### src/rtl/fetch.sv
// Fetch stage: owns the PC, runs the imem req/ack handshake, and feeds the F/D register.
// A one-entry buffer (HOLD state) absorbs decode stalls; DRAIN finishes requests squashed by redirects.
module fetch #(
  parameter logic [31:0] RESET_PC  = 32'h0000_0000,
  parameter logic [31:0] NOP_INSTR = 32'hE1A0_0000
) (
  input  logic        i_clk,
  input  logic        i_reset,
  input  logic        i_StallD,
  input  logic        i_FlushD,
  input  logic        i_BranchTaken_E,
  input  logic [31:0] i_ALUResult_E,
  input  logic        i_PCSrc_W,
  input  logic [31:0] i_Result_W,
  output logic        o_imem_req,
  output logic [31:0] o_imem_addr,
  input  logic        i_imem_ack,
  input  logic [31:0] i_imem_rdata,
  output logic [31:0] o_Instruction_D,
  output logic [31:0] o_PCPlus8_D,
  output logic        o_Valid_D
);

  typedef enum logic [1:0] {IDLE, REQ, HOLD, DRAIN} state_t;

  state_t      state_q;
  logic [31:0] pc_q, drain_addr_q, buf_instr_q, buf_pc_q;
  logic [31:0] instr_q, pcplus8_q;
  logic        valid_q;
  logic [31:0] instr_d, pcplus8_d;
  logic        valid_d;

  logic        redirect;
  logic [31:0] target;
  logic        dlv_vld;
  logic [31:0] dlv_instr, dlv_pc;

  assign redirect = i_BranchTaken_E | i_PCSrc_W;
  assign target   = (i_BranchTaken_E ? i_ALUResult_E : i_Result_W) & 32'hFFFF_FFFC;

  // Candidate instruction for F/D this cycle; the buffer only holds data while in HOLD.
  always_comb begin
    dlv_vld   = 1'b0;
    dlv_instr = NOP_INSTR;
    dlv_pc    = '0;
    if (state_q == REQ && i_imem_ack) begin
      dlv_vld   = 1'b1;
      dlv_instr = i_imem_rdata;
      dlv_pc    = pc_q;
    end else if (state_q == HOLD) begin
      dlv_vld   = 1'b1;
      dlv_instr = buf_instr_q;
      dlv_pc    = buf_pc_q;
    end
  end

  always_comb begin
    instr_d   = NOP_INSTR;
    pcplus8_d = '0;
    valid_d   = 1'b0;
    if (i_FlushD) begin
      instr_d   = NOP_INSTR;
    end else if (i_StallD) begin
      instr_d   = instr_q;
      pcplus8_d = pcplus8_q;
      valid_d   = valid_q;
    end else if (!redirect && dlv_vld) begin
      instr_d   = dlv_instr;
      pcplus8_d = dlv_pc + 32'd8;
      valid_d   = 1'b1;
    end
  end

  always_ff @(posedge i_clk) begin
    if (i_reset) begin
      state_q      <= IDLE;
      pc_q         <= RESET_PC;
      drain_addr_q <= RESET_PC;
      buf_instr_q  <= NOP_INSTR;
      buf_pc_q     <= '0;
      instr_q      <= NOP_INSTR;
      pcplus8_q    <= '0;
      valid_q      <= 1'b0;
    end else begin
      instr_q   <= instr_d;
      pcplus8_q <= pcplus8_d;
      valid_q   <= valid_d;
      if (redirect) pc_q <= target;
      unique case (state_q)
        IDLE: state_q <= REQ;
        REQ: begin
          if (redirect) begin
            // An unacked request must still complete, so park its address and drain it.
            if (!i_imem_ack) begin
              drain_addr_q <= pc_q;
              state_q      <= DRAIN;
            end
          end else if (i_imem_ack) begin
            pc_q <= pc_q + 32'd4;
            if (i_StallD) begin
              buf_instr_q <= i_imem_rdata;
              buf_pc_q    <= pc_q;
              state_q     <= HOLD;
            end
          end
        end
        HOLD: if (redirect || !i_StallD) state_q <= REQ;
        DRAIN: if (i_imem_ack) state_q <= REQ;
        default: state_q <= IDLE;
      endcase
    end
  end

  assign o_imem_req      = (state_q == REQ) || (state_q == DRAIN);
  assign o_imem_addr     = (state_q == DRAIN) ? drain_addr_q : pc_q;
  assign o_Instruction_D = instr_q;
  assign o_PCPlus8_D     = pcplus8_q;
  assign o_Valid_D       = valid_q;

endmodule
### config.mk
export PLATFORM = sky130hd
export DESIGN_NAME = fetch
export DESIGN_NICKNAME = d
export VERILOG_FILES = /design/src/rtl/fetch.sv
export SDC_FILE = /design/constraint.sdc
export NUM_CORES = 1
export LEC_CHECK = 0
export CAP_MARGIN = 20
export CORE_UTILIZATION = 40
export DETAILED_ROUTE_END_ITERATION = 10
export PLACE_DENSITY = 0.76
export SYNTH_ARGS = -nofsm -noshare
export SYNTH_HDL_FRONTEND = slang
export SYNTH_SLANG_ARGS = --single-unit
export TNS_END_PERCENT = 5
### constraint.sdc
create_clock -name i_clk -period 5.81 [get_ports i_clk]
set_clock_uncertainty 0.1 [all_clocks]
set_input_delay 0.8715 -clock i_clk [delete_from_list [all_inputs] [get_ports i_clk]]
set_output_delay 0.8715 -clock i_clk [all_outputs]
set_load 0.05 [all_outputs]
## Word-level counts from Yosys, hierarchy flattened

Cells that the tools add are included.

| storage, ports and cells | value |
|---|---|
| register bits after elaboration | 195 |
| latch bits | 0 |
| RAM bits | 0 |
| bits in read-only memories | 0 |
| input port bits | 103 |
| output and inout port bits | 98 |
| logic and storage cells | 54 |
| memories | 0 |

| operators by class | value |
|---|---|
| $add $sub $neg | 2 |
| multipliers | 0 |
| divide/modulo/power cells | 0 |
| magnitude comparators | 0 |
| eq/ne operators | 8 |
| shift-type cells | 0 |
| multiplexer cells | 22 |
| bitwise logic cells | 3 |
| reduce and logical (&&, ||, !) cells | 11 |

Operator list:

| kind | number |
|---|---|
| two-way mux 32 bit | 12 |
| adder 32 x 3 -> 32 bit, second input constant | 1 |
| adder 32 x 4 -> 32 bit, second input constant | 1 |
| two-way mux 2 bit | 6 |
| inequality test 3 bit, second input constant | 3 |
| case mux 2 bit (4 select lines) | 1 |
| AND reduction 5 bit | 1 |
| equality test 2 bit, second input constant | 2 |
| AND reduction 4 bit | 1 |
| two-way mux 1 bit | 3 |
| AND reduction 3 bit | 1 |
| equality test 2 x 1 -> 1 bit, second input constant | 1 |
| logical AND 1 bit | 2 |
| zero test 1 bit | 2 |
| zero test 2 bit | 1 |
| logical OR 1 bit | 2 |
| inequality test 2 x 1 -> 1 bit, second input constant | 1 |
| inequality test 2 bit, second input constant | 1 |
| inverter 1 bit | 2 |
| OR reduction 2 bit | 1 |
| bitwise OR 1 bit | 1 |

## Depth between registers and ports, before layout

Gate-level depths: netlist (run 1).

| logic depth | value |
|---|---|
| word-level depth | 5 |
| mapped depth | 10 |
| mapped depth without buffers | 8 |

## Least setup slack after synthesis (run 1)

Ideal clock, no wire load.

| timing path | value |
|---|---|
| path type | input to register |
| from | input i_imem_ack |
| to | register pcplus8_q[31] (netlist: o_PCPlus8_D[31]) |
| library setup time | 0.117 ns |
| arrival time | 2.919 ns |
| required time | 5.593 ns |
| slack | 2.673 ns |
| stages on the path | 10 |
| buffers on the path | 2 |
| path through | buf_2 > buf_2 > nand4b_1 > nand2_1 > ha_1 > a21boi_0 > nand4_2 > nor4_2 > nand3_1 > a32o_1 |

| on the way | value |
|---|---|
| cells in the longest elaborated chain, start to end | 4 |
| elaborated cells on any way between the ends | 6 |
| those cells by class | 1 x add/sub; 3 x mux; 2 x reduce/logical |

Ends and longest elaborated chain:

| element | RTL line | source |
|---|---|---|
| start, declared | 17 | `input logic i_imem_ack,` |
| logical AND 1 bit * | 46 | `if (state_q == REQ && i_imem_ack) begin` |
| two-way mux 32 bit / two-way mux 1 bit (equally long branches) | 46 |  |
| adder 32 x 4 -> 32 bit / logical AND 1 bit (equally long branches) | 69, 67 |  |
| two-way mux 32 bit * | 67 | `end else if (!redirect && dlv_vld) begin` |
| end signal, assigned | 86 | `pcplus8_q <= pcplus8_d;` |
| end, declared | 28 | `logic [31:0] instr_q, pcplus8_q;` |

Mark *: on every way between the ends. The rest lies on a longest branch, timed or not.
A chain may end at the register's enable or synchronous reset.

## Worst setup path after layout (run 1)

| timing path | value |
|---|---|
| from | register state_q[0] |
| to | output o_imem_addr[10] |

| on the way | value |
|---|---|
| cells in the longest elaborated chain, start to end | 2 |

Ends and longest elaborated chain:

| element | RTL line | source |
|---|---|---|
| start, declared | 26 | `state_t state_q;` |
| start signal, assigned | 76 | `state_q <= IDLE;` |
| start signal, assigned | 90 | `IDLE: state_q <= REQ;` |
| start signal, assigned | 96 | `state_q <= DRAIN;` |
| equality test 2 bit | 115 | `assign o_imem_addr = (state_q == DRAIN) ? drain_addr_q : pc_q;` |
| two-way mux 32 bit | 115 |  |
| end, declared | 16 | `output logic [31:0] o_imem_addr,` |

No other way between the ends.

==> results.cfg, run 1 <==
[synthesis]
yosysTopAreaCell = dfxtp_1
synth_area_leaders = dfxtp_1 42%, nand2_1 11%, a21oi_1 7.2%
synthCells = 1180
ys_ff_latch = 195
synth_edf_count = 0
synth_top_area_share_pct = 42.2
ys_warn_count = 0
synthTopCellsByCount = 282 x nand2_1, 195 x dfxtp_1, 134 x a21oi_1
syn_avg_cell_area_um2 = 7.85
yosysMostFrequentCell = nand2_1
async_flop_share_pct = 0
synth_ff_type = dfxtp_1
synth_fp_nets = 1285
yosys.cell_types.count = 62
ys_seq_area_share_pct = 42.2
synth_area_um2 = 9260

[sta]
max_freq_mhz = 252
rsz0062_at_grt = no
tns_ns = 0
period_share_pct = 68.3
tightest_slew_ns = 0.972
drv_slew = 0
setup_viol = 0
timing.final.crit_period_ns = 3.97
finalHoldViolCount = 0
worst_slew_margin_rel_pct = 35.0

[clock_network]
root_buffer = clkbuf_16
postCtsSetupBuffers = 0
htreeDepth = 4
insertion_delay_ns = 0.44
cts_resized = 0
cts_made_buffers = 17
cts-hold-fix-buffers = 0
path_clk_slew_ns = 0.07
cts_tree = built
clock_sinks = 195
clk_path_buf_depth = 2

[setup_path]
crit_type = register to primary output
ff2ff_setup_slack_ns = 2.71
path_max_fanout = 46
cp-end-kind = primary output
crit_required_ns = 4.84
critPathArrivalTime_ns = 3.00
start_kind = register

[grt]
grt_max_degree = 70
busiest_layer = met2
use_met1_pct = 30.1
grt_pass1_vias = 8340
grt_use_met3_pct = 4.28
met2_usage_pct = 35.5
antenna_found_initial = 0
grt_first_pass_wirelength_um = 42500
grt_usage_pct = 22.3
grt-ovfl-total = 0

[routing]
dr_total_vias = 8829
remaining_drc_errors = 0
routed_wl_um = 26200
vias_per_cell = 5.50
drtIter0Drc = 550
drtAntennaViolNets = 0
drtPass1Iterations = 5
post_drt_wl_per_cell_um = 16.3

[placed_design]
numPortBuffers = 196
dpl_cell_area_um2 = 11300
hpwl_um = 18000
gp_congestion = 0.842

[min_path]
hp-class = register to register

[floorplan]
die_w_um = 154
core_area_um2 = 22600
die_h_um = 154
row_count = 55
start_util_pct = 40.9
die-area_um2 = 23800
num_io_pins = 201

[finish]
final_cell_area_um2 = 11900
area_delta_synth_final_pct = 28.5
fin_nets = 1413
n_antenna_cell = 0
drive_above_1_share_pct = 7.42

[power]
power_leakage_nw = 4.00
p_per_area_nw_per_um2 = 251
worst_ir_drop_vdd_uv = 151

[run]
cap_violations = 0

[status]
status = finished, final reports clean
[final timing paths]
check                                from                      endpoint  depth (start not counted)
min          o_PCPlus8_D[26]$_SDFFE_PP0N_  o_PCPlus8_D[26]$_SDFFE_PP0N_                          2
max               state_q[0]$_SDFFE_PP0P_               o_imem_addr[10]                          5
max reg2reg       state_q[0]$_SDFFE_PP0P_  o_PCPlus8_D[31]$_SDFFE_PP0N_                          9
min reg2reg  o_PCPlus8_D[26]$_SDFFE_PP0N_  o_PCPlus8_D[26]$_SDFFE_PP0N_                          2
[per-stage QoR]
step	hold slack (ns)	total power [mW]	instances	util [%]	setup WS [ns]
final	0.352	2.99	1605	52.6	1.84
after global routing	0.362	3.09	1605	52.6	1.69
after detailed placement	0.338	1.79	1573	49.8	1.61
after global placement	0.334	1.79	1573	49.8	1.70
after CTS	0.355	3.00	1604	52.5	1.83
after floorplan	0.334	1.64	1180	-	2.67
[area by class of cell]
class	instances	area [um^2]
clock buffer	20	457
clock inverter	11	154
fill	2103	10700
inverter	10	37.5
multi-input combinational	870	4880
sequential	195	3900
tap	285	357
timing repair buffer	214	2110
[logic make-up (layout without fill, tap and decap cells)]
kind of cell,count (synthesis),after routing,share of synthesized area [%]
xor+xnor,48,48,4.54
fa+ha+maj,2,2,0.270
mux,40,40,4.76
flops,195,195,42.2
compound gates,279,279,18.2
simple gates,501,501,24.7
buf+inv,115,255,5.43
[metal layers]
metal,up-vias,share of wire [%]
li1,4333,-
met1,4119,46
met2,339,45
met3,38,6.9
met4,0,1.8
met5,-,0
[registers in the layout, indices dropped and copies added, names as in the netlist]
signal,flops
buf_instr_q,32
buf_pc_q,32
drain_addr_q,32
o_Instruction_D,32
o_PCPlus8_D,32
o_Valid_D,1
pc_q,32
state_q,2
[where the power goes]
part           switching, mW  internal, mW
registers             0.0432          1.36
clock network          0.520         0.701
logic                  0.207         0.153
total                  0.770          2.22
[cells in the final DEF (no fill, tap or decap), types with 4 or more instances in the layout]
master,Yosys,final
a21oi_1,134,134
a32o_1,8,8
clkdlybuf4s50_1,0,194
and3_1,8,8
nand3b_1,24,24
clkinv_4,0,4
xor2_1,23,23
buf_4,3,17
inv_1,9,9
o22ai_1,22,22
dfxtp_1,195,195
clkbuf_16,0,17
mux2i_1,8,8
nand2_1,282,282
mux2_2,32,32
nor3_1,17,15
nand4b_1,16,16
nor4_1,6,6
nor2_1,95,95
o21ai_0,34,34
xnor2_1,25,25
nand3_1,15,14
nand4_1,9,9
a211oi_1,7,6
a222oi_1,6,6
a22oi_1,47,47
[worst max-delay path, stage by stage, from the launching register on]
cell,delay (ns)
dfxtp_1,0.31
buf_4,0.36
nand2_1,0.38
buf_4,0.36
mux2_2,0.31
clkdlybuf4s50_1,0.81
(Power assumes the default switching activity.)
==> run 2: changes to the inputs <==
--- a/config.mk
+++ b/config.mk
@@ -8,7 +8,7 @@
 export CAP_MARGIN = 20
 export CORE_UTILIZATION = 40
 export DETAILED_ROUTE_END_ITERATION = 10
-export PLACE_DENSITY = 0.76
+export PLACE_DENSITY = 0.79
 export SYNTH_ARGS = -nofsm -noshare
 export SYNTH_HDL_FRONTEND = slang
 export SYNTH_SLANG_ARGS = --single-unit
==> constraint.sdc (replaced) <==
create_clock -name i_clk -period 3.5 [get_ports i_clk]
set_clock_uncertainty 0.1 [all_clocks]
set_input_delay 0.525 -clock i_clk [delete_from_list [all_inputs] [get_ports i_clk]]
set_output_delay 0.525 -clock i_clk [all_outputs]
set_load 0.05 [all_outputs]
==> run 2 against run 1 <==
Net effect:
- sequential cell count did not move
- final cell count rose by 1.2%
- global-route usage rose by 0.89 points
- die area did not move
- core utilization rose by 0.36 points
- largest cell class unchanged
==> results.cfg, run 2 (synthesis results as in run 1) <==
[status]
status = finished, final reports clean

[setup_path]
crit_type = register to primary output
cp_slowest_stage_delay_ns = 0.79
crit_cells = 6
crit_required_ns = 2.87
crit_family = buffers and inverters
critPathMostFrequentCell = buf_4
r2r_cells = 7
cp-end-kind = primary output
critPathArrivalTime_ns = 2.65
start_kind = register
path_max_fanout = 23
crit_chain = buf_4 -> buf_4 -> nand2_1 -> buf_4 -> mux2_2 -> buf_4
cp.buffers_inverters = 4
cpMaxStageDelayCell = dfxtp_1

[finish]
final_cell_mix = 282 x nand2_1, 195 x dfxtp_1, 162 x clkdlybuf4s50_1
instances_no_fill = 1625
n_antenna_cell = 0
area_delta_synth_final_pct = 29.4
nFillCells = 2105
fin_nets = 1434
drive_above_1_share_pct = 11.3
final_cell_area_um2 = 12000
final_common_cell = nand2_1

[grt]
grt_first_pass_wirelength_um = 44000
grt_max_degree = 68
antenna_found_initial = 0
grt-ovfl-total = 0
grt_pass1_vias = 8475
grt_usage_pct = 23.2

[sta]
rsz0062_at_grt = no
timing.final.crit_period_ns = 3.28
setup_viol = 0
tightest_slew_ns = 1.00
max_freq_mhz = 305
period_share_pct = 93.6
tns_ns = 0
drv_slew = 0
finalWorstSetupSlack_ns = 0.223
finalHoldViolCount = 0
worst_slew_margin_rel_pct = 32.9

[routing]
vias_per_cell = 5.53
drtAntennaViolNets = 0
post_drt_wl_per_cell_um = 16.8
dr_total_vias = 8985
routed_wl_um = 27300
remaining_drc_errors = 0
drtIter0Drc = 764
drtPass1Iterations = 8

[clock_network]
cts_made_buffers = 17
htreeDepth = 4
cts-hold-fix-buffers = 0
insertion_delay_ns = 0.44
postCtsSetupBuffers = 0
clk_path_buf_depth = 2
clock_sinks = 195
cts_tree = built
path_clk_slew_ns = 0.07
cts_resized = 0
root_buffer = clkbuf_16

[placed_design]
hpwl_um = 18800
dpl_cell_area_um2 = 11400
place_inst = 1595
pre_cts_slack_ns = 0.126
numPortBuffers = 196
gp_congestion = 0.864

[floorplan]
die-area_um2 = 23800
num_io_pins = 201
die_h_um = 154
row_count = 55
die_w_um = 154
core_area_um2 = 22600
start_util_pct = 40.9

[run]
cap_violations = 0

[power]
p_per_area_nw_per_um2 = 418
power_leakage_nw = 4.17
worst_ir_drop_vdd_uv = 253

[min_path]
hp-class = register to register
whs_path_depth = 2
run 2: cell type report:
class,count,area (um^2),area share (%)
inverters,10,37.5,0.313
flip-flops and latches,195,3900,32.6
clock buffers,22,494,4.13
multi-input cells,870,4880,40.8
well taps,285,357,2.98
clock inverters,8,125,1.04
repair buffers,235,2180,18.2
run 2: report_power, final:
group / total (mW) / switching [mW] / internal [mW] / leakage, nW
sequential: 2.33 / 0.0720 / 2.26 / 1.58
clock: 2.06 / 0.849 / 1.21 / 0.304
combinational: 0.609 / 0.352 / 0.257 / 2.29
total: 5.00 / 1.27 / 3.73 / 4.17
run 2: path summary, 6_finish.rpt:
path / startpoint / end / slack, ns
max reg2reg: state_q[0]$_SDFFE_PP0P_ / o_PCPlus8_D[31]$_SDFFE_PP0N_ / 0.50
min: o_PCPlus8_D[27]$_SDFFE_PP0N_ / o_PCPlus8_D[27]$_SDFFE_PP0N_ / 0.35
max: state_q[0]$_SDFFE_PP0P_ / o_imem_addr[31] / 0.22
min reg2reg: o_PCPlus8_D[27]$_SDFFE_PP0N_ / o_PCPlus8_D[27]$_SDFFE_PP0N_ / 0.35
run 2: through the flow:
stage	hold WS [ns]	util, %	power [mW]
floorplan	0.334	-	2.73
global placement	0.336	50.2	2.97
detailed placement	0.341	50.2	2.98
CTS	0.356	52.9	5.02
global route	0.367	52.9	5.18
finish	0.354	52.9	5.00
run 2: routing by layer:
metal	GRT usage (%)	share of wire [%]	vias up	routed length, um
li1	-	-	4372	-
met1	31.2	46	4190	12600
met3	5.16	6.9	50	1880
met2	36.5	45	373	12300
met5	0	0	-	0
met4	7.86	2.1	0	580
run 2: worst register-to-register path, stage by stage, from the launching register on:
cell      delay (ns)
dfxtp_1         0.79
buf_4           0.30
nand4b_1        0.14
a222oi_1        0.53
nand3_2         0.19
nor4_2          0.46
nand3_1         0.12
a32o_1          0.26
==> run 3: changes to the inputs <==
--- a/config.mk
+++ b/config.mk
@@ -6,9 +6,10 @@
 export NUM_CORES = 1
 export LEC_CHECK = 0
 export CAP_MARGIN = 20
+export CORE_MARGIN = 2
 export CORE_UTILIZATION = 40
 export DETAILED_ROUTE_END_ITERATION = 10
-export PLACE_DENSITY = 0.79
+export PLACE_DENSITY = 0.67
 export SYNTH_ARGS = -nofsm -noshare
 export SYNTH_HDL_FRONTEND = slang
 export SYNTH_SLANG_ARGS = --single-unit
==> run 3 against run 2 <==
Net effect:
- clock-buffer cell count shrank 2
- setup slack worse by 0.036 ns
- worst hold slack worse by 0.0014 ns
- clock power about the same
- combinational power up 0.7%
- non-clock buffer count rose by 1
- final area about the same
- critical path depth unchanged
- register-to-register slack worse by 0.10 ns
- first-iteration DRC count shrank 36%
- global-route usage fell by 1.3 points
- critical path type unchanged
- largest cell class unchanged
- largest power group unchanged
- highest routed layer unchanged
==> results.cfg, run 3 (synthesis results as in run 1) <==
[routing]
post_drt_wl_per_cell_um = 16.6
vias_per_cell = 5.37
wl_met3_um = 1700
drt-met1-wl_um = 12900
wl_met2_um = 12100
dr_total_vias = 8746
routed.top_layer = met4
drtAntennaViolNets = 0
remaining_drc_errors = 0
drtIter0Drc = 486
drtPass1Iterations = 5
routed_wl_um = 27000

[setup_path]
critPathMostFrequentCell = buf_4
ff2ff_setup_slack_ns = 0.40
critPathArrivalTime_ns = 2.69
r2r_end = o_PCPlus8_D[23]$_SDFFE_PP0N_
cp.buffers_inverters = 4
cp_slowest_stage_delay_ns = 0.88
cpMaxStageDelayCell = dfxtp_1
path_max_fanout = 32
crit_chain = buf_4 -> buf_4 -> nand2_1 -> buf_4 -> mux2_2 -> buf_4
r2r_cells = 8
crit_family = buffers and inverters
start_kind = register
r2r_start = state_q[0]$_SDFFE_PP0P_
crit_required_ns = 2.87
cp-end-kind = primary output
crit_type = register to primary output

[sta]
tightest_slew_ns = 0.931
rsz0062_at_grt = no
max_freq_mhz = 302
setup_viol = 0
finalWorstSetupSlack_ns = 0.187
worst_slew_margin_rel_pct = 37.8
timing.final.crit_period_ns = 3.31
finalHoldViolCount = 0
tns_ns = 0
period_share_pct = 94.7
drv_slew = 0

[grt]
grt-ovfl-total = 0
antenna_found_initial = 1
grt_pass1_vias = 8030
grt_first_pass_wirelength_um = 42400
grt_usage_pct = 21.9
grt_max_degree = 95

[min_path]
whs_path_depth = 2
holdPathEnd = o_PCPlus8_D[24]$_SDFFE_PP0N_
hp-class = register to register
hold_start = o_PCPlus8_D[24]$_SDFFE_PP0N_

[finish]
final_common_cell = nand2_1
nFillCells = 2172
fin_nets = 1435
drive_above_1_share_pct = 11.4
final_cell_mix = 282 x nand2_1, 195 x dfxtp_1, 162 x clkdlybuf4s50_1
area_delta_synth_final_pct = 29.4
instances_no_fill = 1629

[clock_network]
clock_sinks = 195
cts-hold-fix-buffers = 0
root_buffer = clkbuf_16
path_clk_slew_ns = 0.07
insertion_delay_ns = 0.43
htreeDepth = 4
cts_made_buffers = 17
cts_resized = 0
postCtsSetupBuffers = 0
clk_path_buf_depth = 2
cts_tree = built

[floorplan]
row_count = 55
die_w_um = 156
start_util_pct = 40.8
num_io_pins = 201
die-area_um2 = 24400
die_h_um = 156
core_area_um2 = 22700

[placed_design]
gp_congestion = 0.828
place_inst = 1596
numPortBuffers = 196
pre_cts_slack_ns = 0.204
hpwl_um = 18700

[status]
status = finished, final reports clean

[power]
p_per_area_nw_per_um2 = 415
p_total_mw = 4.97
power_leakage_nw = 4.18
worst_ir_drop_vdd_uv = 238

[run]
cap_violations = 0
## run 3: changes by cell type in the layout (fill, tap and decap cells not counted)
| cell | delta |
|---|---|
| clkbuf_1 | +1 |
| clkinvlp_4 | -1 |
| clkinv_4 | +1 |
| clkbuf_8 | -3 |
| inv_6 | +2 |
| clkinv_2 | +2 |
| buf_4 | +1 |
| diode_2 | +1 |
## run 3: stage by stage
stage,hold WS (ns),instance area [um^2],utilization [%]
after detailed placement,0.344,11400,50.1
after global placement,0.339,11400,50.1
after global routing,0.371,12000,52.8
final,0.352,12000,52.8
after floorplan,0.334,9260,-
after CTS,0.354,12000,52.7
## run 3: cell type report
cell class	count	area, um^2	share of cell area, %
Clock inverter	12	154	1.28
Timing Repair Buffer	236	2190	18.3
Tap cell	285	357	2.98
Sequential cell	195	3900	32.6
Inverter	10	37.5	0.313
Clock buffer	20	457	3.81
Antenna cell	1	2.50	0.0209
Multi-Input combinational cell	870	4880	40.8
## run 3: power by group
group / internal [mW] / leakage, nW / switching (mW)
sequential: 2.26 / 1.58 / 0.0691
clock: 1.17 / 0.305 / 0.862
combinational: 0.259 / 2.29 / 0.353
## run 3: worst register-to-register path: stages, from the launching register on
cell and delay [ns]:
dfxtp_1 0.88, buf_4 0.31, nand4b_1 0.14, a222oi_1 0.52
nand3_2 0.20, buf_4 0.20, nor4b_1 0.36, xnor2_1 0.17
o21ai_0 0.09
## run 3: how the worst max path moves through the flow
stage | from | end | slack (ns) | cells past startpoint
final | state_q[0]$_SDFFE_PP0P_ | o_imem_addr[31] | 0.19 | 6
after CTS | state_q[0]$_SDFFE_PP0P_ | o_imem_addr[31] | 0.18 | 6
after floorplan | i_imem_ack | o_PCPlus8_D[31]$_SDFFE_PP0N_ | 0.71 | 10
after detailed placement | i_imem_ack | o_PCPlus8_D[23]$_SDFFE_PP0N_ | 0.20 | 9
after global routing | state_q[0]$_SDFFE_PP0P_ | o_imem_addr[31] | 0.02 | 6
after global placement | i_imem_ack | o_PCPlus8_D[23]$_SDFFE_PP0N_ | 0.21 | 9
## run 3: routing by layer
| layer | vias up | global-route usage (%) |
|---|---|---|
| li1 | 4382 | - |
| met1 | 4075 | 31.2 |
| met2 | 268 | 34.4 |
| met3 | 21 | 4.19 |
| met4 | 0 | 4.72 |
| met5 | - | 0 |
